### config.mk
export PLATFORM = sky130hd
export DESIGN_NAME = pipeline_control_unit
export DESIGN_NICKNAME = d
export VERILOG_FILES = /design/src/rtl/pipeline_control_unit.sv
export SDC_FILE = /design/constraint.sdc
export NUM_CORES = 1
export LEC_CHECK = 0
export BUFFER_PORTS_ARGS = -buffer_cell sky130_fd_sc_hd__buf_2
export CAP_MARGIN = 10
export CORE_ASPECT_RATIO = 0.7
export CORE_MARGIN = 2
export CORE_UTILIZATION = 59
export DETAILED_ROUTE_END_ITERATION = 10
export PLACE_DENSITY = 0.94
export SETUP_SLACK_MARGIN = 0.02
export SLEW_MARGIN = 15
export SYNTH_ARGS = -nofsm -noshare
export SYNTH_HDL_FRONTEND = slang
export SYNTH_SLANG_ARGS = --single-unit
### constraint.sdc
create_clock -name clk -period 6.65 [get_ports clk]
set_clock_uncertainty 0.1 [all_clocks]
set_input_delay 0.3325 -clock clk [delete_from_list [all_inputs] [get_ports clk]]
set_output_delay 0.3325 -clock clk [all_outputs]
set_load 0.02 [all_outputs]
### src/rtl/pipeline_control_unit.sv
// Pipeline control unit for a 5-stage in-order core.
// Generates the same-cycle PC / IF/ID / ID/EX control strobes from the pending hazard
// requests, retires the pipeline after an exit ecall, and keeps performance counters.
//
// Ports:
//   clk            sole clock, rising edge
//   reset          synchronous, active-high reset
//   is_stall       load-use / ecall operand stall request for the instruction in ID
//   mispredict_ex  branch/jump resolved in EX with the wrong next PC
//   is_halt_id     exit ecall (x17 == 10) sitting in ID
//   pc_write       PC register write enable
//   if_id_write    IF/ID register write enable
//   if_id_flush    IF/ID loads a NOP
//   id_ex_bubble   ID/EX loads a NOP
//   is_halted      registered, high only once the pipeline has drained after a halt
//   cycle_count    cycles spent running or draining
//   stall_count    cycles lost to ID stalls
//   flush_count    mispredict flushes
module pipeline_control_unit #(
  parameter int unsigned DRAIN_CYCLES = 3
) (
  input  logic        clk,
  input  logic        reset,
  input  logic        is_stall,
  input  logic        mispredict_ex,
  input  logic        is_halt_id,
  output logic        pc_write,
  output logic        if_id_write,
  output logic        if_id_flush,
  output logic        id_ex_bubble,
  output logic        is_halted,
  output logic [31:0] cycle_count,
  output logic [31:0] stall_count,
  output logic [31:0] flush_count
);

  localparam int unsigned CntW = $clog2(DRAIN_CYCLES) + 1;

  typedef enum logic [1:0] {StRun, StDrain, StHalted} state_e;

  state_e          state_q, state_d;
  logic [CntW-1:0] drain_q, drain_d;
  logic [31:0]     cycle_q, stall_q, flush_q;
  logic            stall_hit, flush_hit;

  always_comb begin
    state_d      = state_q;
    drain_d      = drain_q;
    pc_write     = 1'b0;
    if_id_write  = 1'b0;
    if_id_flush  = 1'b0;
    id_ex_bubble = 1'b1;
    stall_hit    = 1'b0;
    flush_hit    = 1'b0;

    // While reset is held the state register may still hold DRAIN/HALTED, but the
    // strobes must already behave as in RUN.
    if (reset || state_q == StRun) begin
      if (mispredict_ex) begin
        // The instruction in ID is wrong-path, so its stall/halt requests are moot.
        pc_write     = 1'b1;
        if_id_write  = 1'b1;
        if_id_flush  = 1'b1;
        id_ex_bubble = 1'b1;
        flush_hit    = !reset;
      end else if (is_stall) begin
        id_ex_bubble = 1'b1;
        stall_hit    = !reset;
      end else if (is_halt_id) begin
        // Freeze fetch, let the ecall move on into EX and start draining.
        id_ex_bubble = 1'b0;
        state_d      = StDrain;
        drain_d      = CntW'(DRAIN_CYCLES - 1);
      end else begin
        pc_write     = 1'b1;
        if_id_write  = 1'b1;
        id_ex_bubble = 1'b0;
      end
    end else begin
      unique case (state_q)
        StDrain: begin
          if (drain_q == '0) begin
            state_d = StHalted;
          end else begin
            drain_d = drain_q - CntW'(1);
          end
        end
        StHalted: state_d = StHalted;
        default:  state_d = StRun;
      endcase
    end
  end

  always_ff @(posedge clk) begin
    if (reset) begin
      state_q <= StRun;
      drain_q <= '0;
      cycle_q <= '0;
      stall_q <= '0;
      flush_q <= '0;
    end else begin
      state_q <= state_d;
      drain_q <= drain_d;
      if (state_q != StHalted) cycle_q <= cycle_q + 32'd1;
      if (stall_hit)           stall_q <= stall_q + 32'd1;
      if (flush_hit)           flush_q <= flush_q + 32'd1;
    end
  end

  assign is_halted   = (state_q == StHalted);
  assign cycle_count = cycle_q;
  assign stall_count = stall_q;
  assign flush_count = flush_q;

endmodule

==> out/metrics.yaml, run 1 <==
floorplan:
  die-width_um: 114.2
  die_y_um: 81.11
  start_util: 0.6010
  rows: 28
  io_pins: 106
  core_um2: 8338
  die_area_um2: 9258
timing:
  hold_viol_final: 0
  relSlewSlack: 0.3814
  min_period_over_period: 0.4024
  worst_pin_slew_ns: 0.9279
  rsz0062_at_grt: "no"
  max_freq_mhz: 373.7
  finalSetupViolations: 0
  slew_violations: 0
  period_needed_ns: 2.676
  setup-tns-final_ns: 0
clocking:
  ctsLongestPathBuffers: 2
  cts_buffers: 9
  hold_buffers: 0
  cts.clk_slew.worst_paths_ns: 0.07
  clock_sinks: 101
  cts_tree: "done"
  h-tree-depth: 3
  insertion_delay_ns: 0.35
  cts_root_buf: "clkbuf_16"
  post_cts_buffers: 0
  ctsResizeCount: 0
synth:
  synth.avg_cell_area_um2: 8.537
  synthesis.nets: 600
  synth_warnings: 0
  synthArstFlopShare: 0
  synth_ff_type: "dfxtp_1"
  yosysSeqAreaShare: 0.4035
  syn_area_um2: 5011
  synth_edf_count: 0
  netlist-cell-type-count: 46
  syn_inst: 587
  ys_ff_latch: 101
final_layout:
  instances_no_fill: 780
  area_growth_pct: 16.08
  fin_area_um2: 5817
  antenna_cells: 0
  layout_common_cells: "buf_2, dfxtp_1, a21oi_1"
  drive_gt1_frac: 0.2089
  final_common_cell: "buf_2"
  fin_nets: 683
  final_core_util: 0.6976
pwr:
  p_total_uw: 1167
  comb_power_share: 0.046
  internal_power_uw: 884.2
  ir_drop_mv: 0.1257
  power_switching_uw: 282.4
  power.density_nw_per_um2: 200.6
  netSwitchingFraction: 0.2421
  pwr-share-seq: 0.530
  power.leakage_uw: 0.002213
  power_frac_clock: 0.424
placed_design:
  place_congestion: 0.9094
  io_buffers: 105
  dp.cells: 764
  dp_hpwl_um: 9186
  dpl_cell_area_um2: 5542
route:
  drc: 0
  vias: 5025
  dr.pass1.iters: 5
  routed_via_density: 6.442
  drt-initial-drc-count: 495
  ant_nets: 0
  wl_per_cell_um: 17.09
  wirelength_um: 13330
setup_path:
  arrival_ns: 2.24
  slowest_delay_ns: 0.76
  cp_slowest_cell: "buf_4"
  worstPathBufferInverterCount: 4
  crit_top_cell: "buf_4"
  crit_required_ns: 6.22
  path_max_fanout: 96
  critical_path.top_delay_family: "buffers and inverters"
  critPathKind: "primary input to output pin"
  critPathLaunchType: "primary input"
  cp-end-kind: "output pin"
  worstPathCellList: "buf_4 > buf_4 > inv_1 > a21oi_1 > buf_2"
global_route:
  grt_max_degree: 97
  grt_pass1_wl_um: 21270
  grt_pass1_vias: 4531
  antenna_found_initial: 0
  track_usage: 0.2832
  overflow: 0
run:
  drv_cap: 0
run_status:
  status: "finished clean"
min_path:
  holdCritPathClass: "primary input to register"
[power by group through the flow]
stage                     combinational (uW)  clock [uW]  sequential, uW
after CTS                               53.1         498             618
after global routing                    58.6         523             618
final                                   54.2         494             618
after detailed placement                52.6           0             632
after global placement                  50.7           0             631
after floorplan                         33.4           0             634
[registers in the layout, indices dropped and copies added, names as in the netlist]
| register | count |
|---|---|
| state_q | 2 |
| flush_count | 32 |
| cycle_count | 32 |
| drain_q | 3 |
| stall_count | 32 |
[metrics by stage]
stage	hold slack [ns]	worst slack, ns
after floorplan	0.3390	4.408
after CTS	0.1924	4.032
after global placement	0.3527	3.880
after detailed placement	0.3718	3.797
after global routing	0.2107	3.854
final	0.1989	3.974
[final timing paths]
check             slack, ns                      endpoint               startpoint  cells after the start
setup reg to reg       4.06  flush_count[29]$_SDFFE_PP0P_  state_q[0]$_SDFFE_PP0P_                      6
hold / removal         0.20  stall_count[17]$_SDFFE_PP0P_                    reset                      2
hold reg to reg        0.38       drain_q[1]$_SDFFE_PP0P_  drain_q[1]$_SDFFE_PP0P_                      2
setup / recovery       3.97                   if_id_write                    reset                      5
[synthesized netlist by cell type (2+ instances only)]
| cell type | n | area (um^2) |
|---|---|---|
| and3b_2 | 2 | 20.02 |
| nand4_1 | 29 | 181.4 |
| o21ai_0 | 19 | 95.09 |
| mux2i_1 | 2 | 20.02 |
| a31oi_1 | 2 | 12.51 |
| nand3b_1 | 3 | 22.52 |
| xor2_1 | 20 | 175.2 |
| or2_2 | 7 | 43.79 |
| and3_1 | 8 | 50.05 |
| ha_1 | 8 | 100.1 |
| nand4_2 | 3 | 37.54 |
| o41ai_1 | 8 | 70.07 |
| mux2_2 | 2 | 22.52 |
| o311ai_0 | 6 | 52.55 |
| clkbuf_1 | 26 | 97.59 |
| buf_2 | 4 | 20.02 |
| a21oi_1 | 54 | 270.3 |
| nor2b_1 | 7 | 43.79 |
| and4b_1 | 5 | 50.05 |
| or3b_2 | 2 | 17.52 |
| nor4_1 | 8 | 50.05 |
| nand2_1 | 38 | 142.6 |
| dfxtp_1 | 101 | 2022 |
| and4_1 | 12 | 105.1 |
| mux2_1 | 2 | 22.52 |
| buf_1 | 3 | 11.26 |
| o31ai_1 | 32 | 240.2 |
| nor3_1 | 4 | 20.02 |
| nand3_1 | 28 | 140.1 |
| nor2_1 | 45 | 168.9 |
| o21a_1 | 2 | 15.01 |
| or4_1 | 38 | 285.3 |
| and2_1 | 3 | 18.77 |
| xnor2_1 | 12 | 105.1 |
| or3_1 | 19 | 118.9 |
| inv_1 | 13 | 48.80 |
[cell families (layout without fill, tap and decap cells)]
group                    count (synthesis)  in the layout  synth area share
flip-flops                             101            101            0.4035
AND/OR/NAND/NOR                        267            267            0.3149
AO/OA/AOI/OAI                          126            126            0.1558
XOR/XNOR                                32             32           0.05593
adder cells (fa/ha/maj)                  8              8           0.01998
multiplexers                             6              6           0.01298
buffers and inverters                   47            135           0.03695
[area by class of cell]
class / count / area [um^2]
clock buffer: 10 / 229.0
clock inverter: 6 / 46.29
fill: 641 / 2521
inverter: 13 / 48.80
multi-input combinational: 439 / 2804
sequential: 101 / 2022
tap: 105 / 131.4
timing repair buffer: 106 / 535.5
[metal layers]
| layer | up-vias | track usage | part of all wire |
|---|---|---|---|
| li1 | 2387 | - | - |
| met1 | 2382 | 0.3711 | 0.44 |
| met2 | 239 | 0.4827 | 0.48 |
| met3 | 17 | 0.05896 | 0.076 |
| met4 | 0 | 0.07195 | 0.010 |
| met5 | - | 0 | 0 |
Note: power is estimated with default switching activity, not from simulation.
==> run 2, diff against run 1 <==
Settings changed: CORE_UTILIZATION 59 to 55, PLACE_DENSITY 0.94 to 0.89.
Clock period 6.65 ns to 2.5 ns, I/O delays scaled along.
==> run 2 against run 1 <==
Cell area grew 2.5%. Power grew to 2.7 times the previous value. Sequential power grew to 2.7 times the previous value. Largest cell class unchanged. Non-clock buffer count grew 14. Critical path type is now register to register. Critical endpoint is now stall_count[19]$_SDFFE_PP0P_. Die area grew 7.0%. Routed wire length shrank 1.2%. Largest power group unchanged. Critical path depth grew 2. Register-to-register slack lost 3.8 ns. Cell count grew 4.2%. Clock power grew to 2.7 times the previous value. Combinational power grew to 3.0 times the previous value.
==> out/metrics.yaml, run 2 (same netlist as run 1, synthesis figures left out) <==
run_status:
  status: "finished clean"  # unchanged
global_route:
  antenna_found_initial: 0  # unchanged
  grt_pass1_vias: 4523  # was 4531
  overflow: 0  # unchanged
  track_usage: 0.2623  # was 0.2832
  grt_pass1_wl_um: 21690  # was 21270 um
  grt_max_degree: 51  # was 97
pwr:
  p_total_uw: 3124  # was 1167 uW
  power.leakage_uw: 0.002280  # was 0.002213 uW
  ir_drop_mv: 0.3115  # was 0.1257 mV
  power.density_nw_per_um2: 524.1  # was 200.6 nW/um^2
final_layout:
  final_core_util: 0.6651  # was 0.6976
  area_growth_pct: 18.95  # was 16.08%
  drive_gt1_frac: 0.2235  # was 0.2089
  antenna_cells: 0  # unchanged
  instances_no_fill: 813  # was 780
  final_common_cell: "buf_2"  # unchanged
  fill_cells: 763  # was 641
  layout_common_cells: "buf_2, dfxtp_1, a21oi_1"  # unchanged
  fin_nets: 697  # was 683
setup_path:
  critPathLaunchType: "register"  # was primary input
  cp-end-kind: "register"  # was output pin
  worstPathBufferInverterCount: 2  # was 4
  path_max_fanout: 11  # was 96
  critical_path.top_delay_family: "simple AND/OR/NAND/NOR gates"  # was buffers and inverters
  crit_required_ns: 2.67  # was 6.22 ns
  arrival_ns: 2.46  # was 2.24 ns
  worstPathCellList: "inv_1 > ha_1 > buf_4 > nand3b_1 > or3_1 > or4_1 > a21oi_1"  # was buf_4 > buf_4 > inv_1 > a21oi_1 > buf_2
  critPathKind: "register to register"  # was primary input to output pin
  cp_slowest_cell: "or4_1"  # was buf_4
  slowest_delay_ns: 0.53  # was 0.76 ns
timing:
  fin_hold_ws_ns: 0.1324  # was 0.1989 ns
  worst_pin_slew_ns: 0.5012  # was 0.9279 ns
  setup-tns-final_ns: 0  # unchanged
  min_period_over_period: 0.9154
  rsz0062_at_grt: "no"  # unchanged
  period_needed_ns: 2.289
  slew_violations: 0  # unchanged
  hold_viol_final: 0  # unchanged
  max_freq_mhz: 436.9
  finalSetupViolations: 0  # unchanged
  relSlewSlack: 0.6649  # was 0.3814
clocking:
  post_cts_buffers: 0  # unchanged
  cts_buffers: 9  # unchanged
  clock_sinks: 101  # unchanged
  insertion_delay_ns: 0.34  # was 0.35 ns
  cts_tree: "done"  # unchanged
  ctsLongestPathBuffers: 2  # unchanged
  cts_root_buf: "clkbuf_16"  # unchanged
  cts.clk_slew.worst_paths_ns: 0.07  # about the same
  h-tree-depth: 3  # unchanged
route:
  drc: 0  # unchanged
  drt-initial-drc-count: 496  # was 495
  wl_per_cell_um: 16.20  # was 17.09 um
  wirelength_um: 13170  # was 13330 um
  dr.pass1.iters: 5  # unchanged
  ant_nets: 0  # unchanged
  routed_via_density: 6.207  # was 6.442
  vias: 5046  # was 5025
floorplan:
  die_area_um2: 9903  # was 9258 um^2
  die_y_um: 83.86  # was 81.11 um
  start_util: 0.5591  # was 0.6010
  core_um2: 8962  # was 8338 um^2
  rows: 29  # was 28
  die-width_um: 118.1  # was 114.2 um
  io_pins: 106  # unchanged
run:
  drv_cap: 0  # unchanged
placed_design:
  io_buffers: 105  # unchanged
  dp.cells: 796  # was 764
  dp_hpwl_um: 9123  # was 9186 um
  place_congestion: 0.9408  # was 0.9094
min_path:
  holdCritPathClass: "primary input to register"  # unchanged
run 2: stage by stage:
stage / area (um^2) / worst slack [ns]
after floorplan: 5011 / 0.2580
after global placement: 5663 / 0.3184
after detailed placement: 5663 / 0.1916
after CTS: 5953 / 0.08792
after global routing: 5961 / 0.08203
final: 5961 / 0.2114
run 2: layout make-up:
cell class                 count  area [um^2]  share of cell area
multi-input combinational    439         2808              0.4710
sequential                   101         2022              0.3392
timing repair buffer         120        646.9              0.1085
clock buffer                  13        260.3             0.04366
tap                          124        155.1             0.02603
inverter                      13        48.80            0.008186
clock inverter                 3        20.02            0.003359
run 2: worst register-to-register path: cells and delay by family, from the launching register on:
family | cells | cell delay [ns]
AO/OA/AOI/OAI | 1 | 0.15
adder cells (fa/ha/maj) | 1 | 0.21
buffers and inverters | 2 | 0.29
flip-flops | 1 | 0.33
AND/OR/NAND/NOR | 3 | 1.14
run 2: path summary, 6_finish.rpt:
check	start	cells after the start	slack, ns	end
max	state_q[0]$_SDFFE_PP0P_	7	0.21	stall_count[19]$_SDFFE_PP0P_
min	is_stall	4	0.13	stall_count[1]$_SDFFE_PP0P_
max reg2reg	state_q[0]$_SDFFE_PP0P_	7	0.21	stall_count[19]$_SDFFE_PP0P_
min reg2reg	flush_count[31]$_SDFFE_PP0P_	2	0.39	flush_count[31]$_SDFFE_PP0P_
run 2: per-layer routing:
| metal | routed length, um | global-route usage |
|---|---|---|
| met5 | 0 | 0 |
| met2 | 6268 | 0.4151 |
| met3 | 793 | 0.06284 |
| met1 | 5997 | 0.3620 |
| met4 | 110 | 0.06462 |
run 2: repair_timing:
item | in CTS | in global routing
hold buffers | 1 | 0
endpoints found under the hold margin | 6 | 0
gates resized for setup | 0 | 2
endpoints found under the setup margin | 0 | 3
run 2: power breakdown:
group	switching (uW)	internal, uW	total [uW]
sequential	16.8	1620	1640
combinational	105	56.2	161
clock	595	729	1320
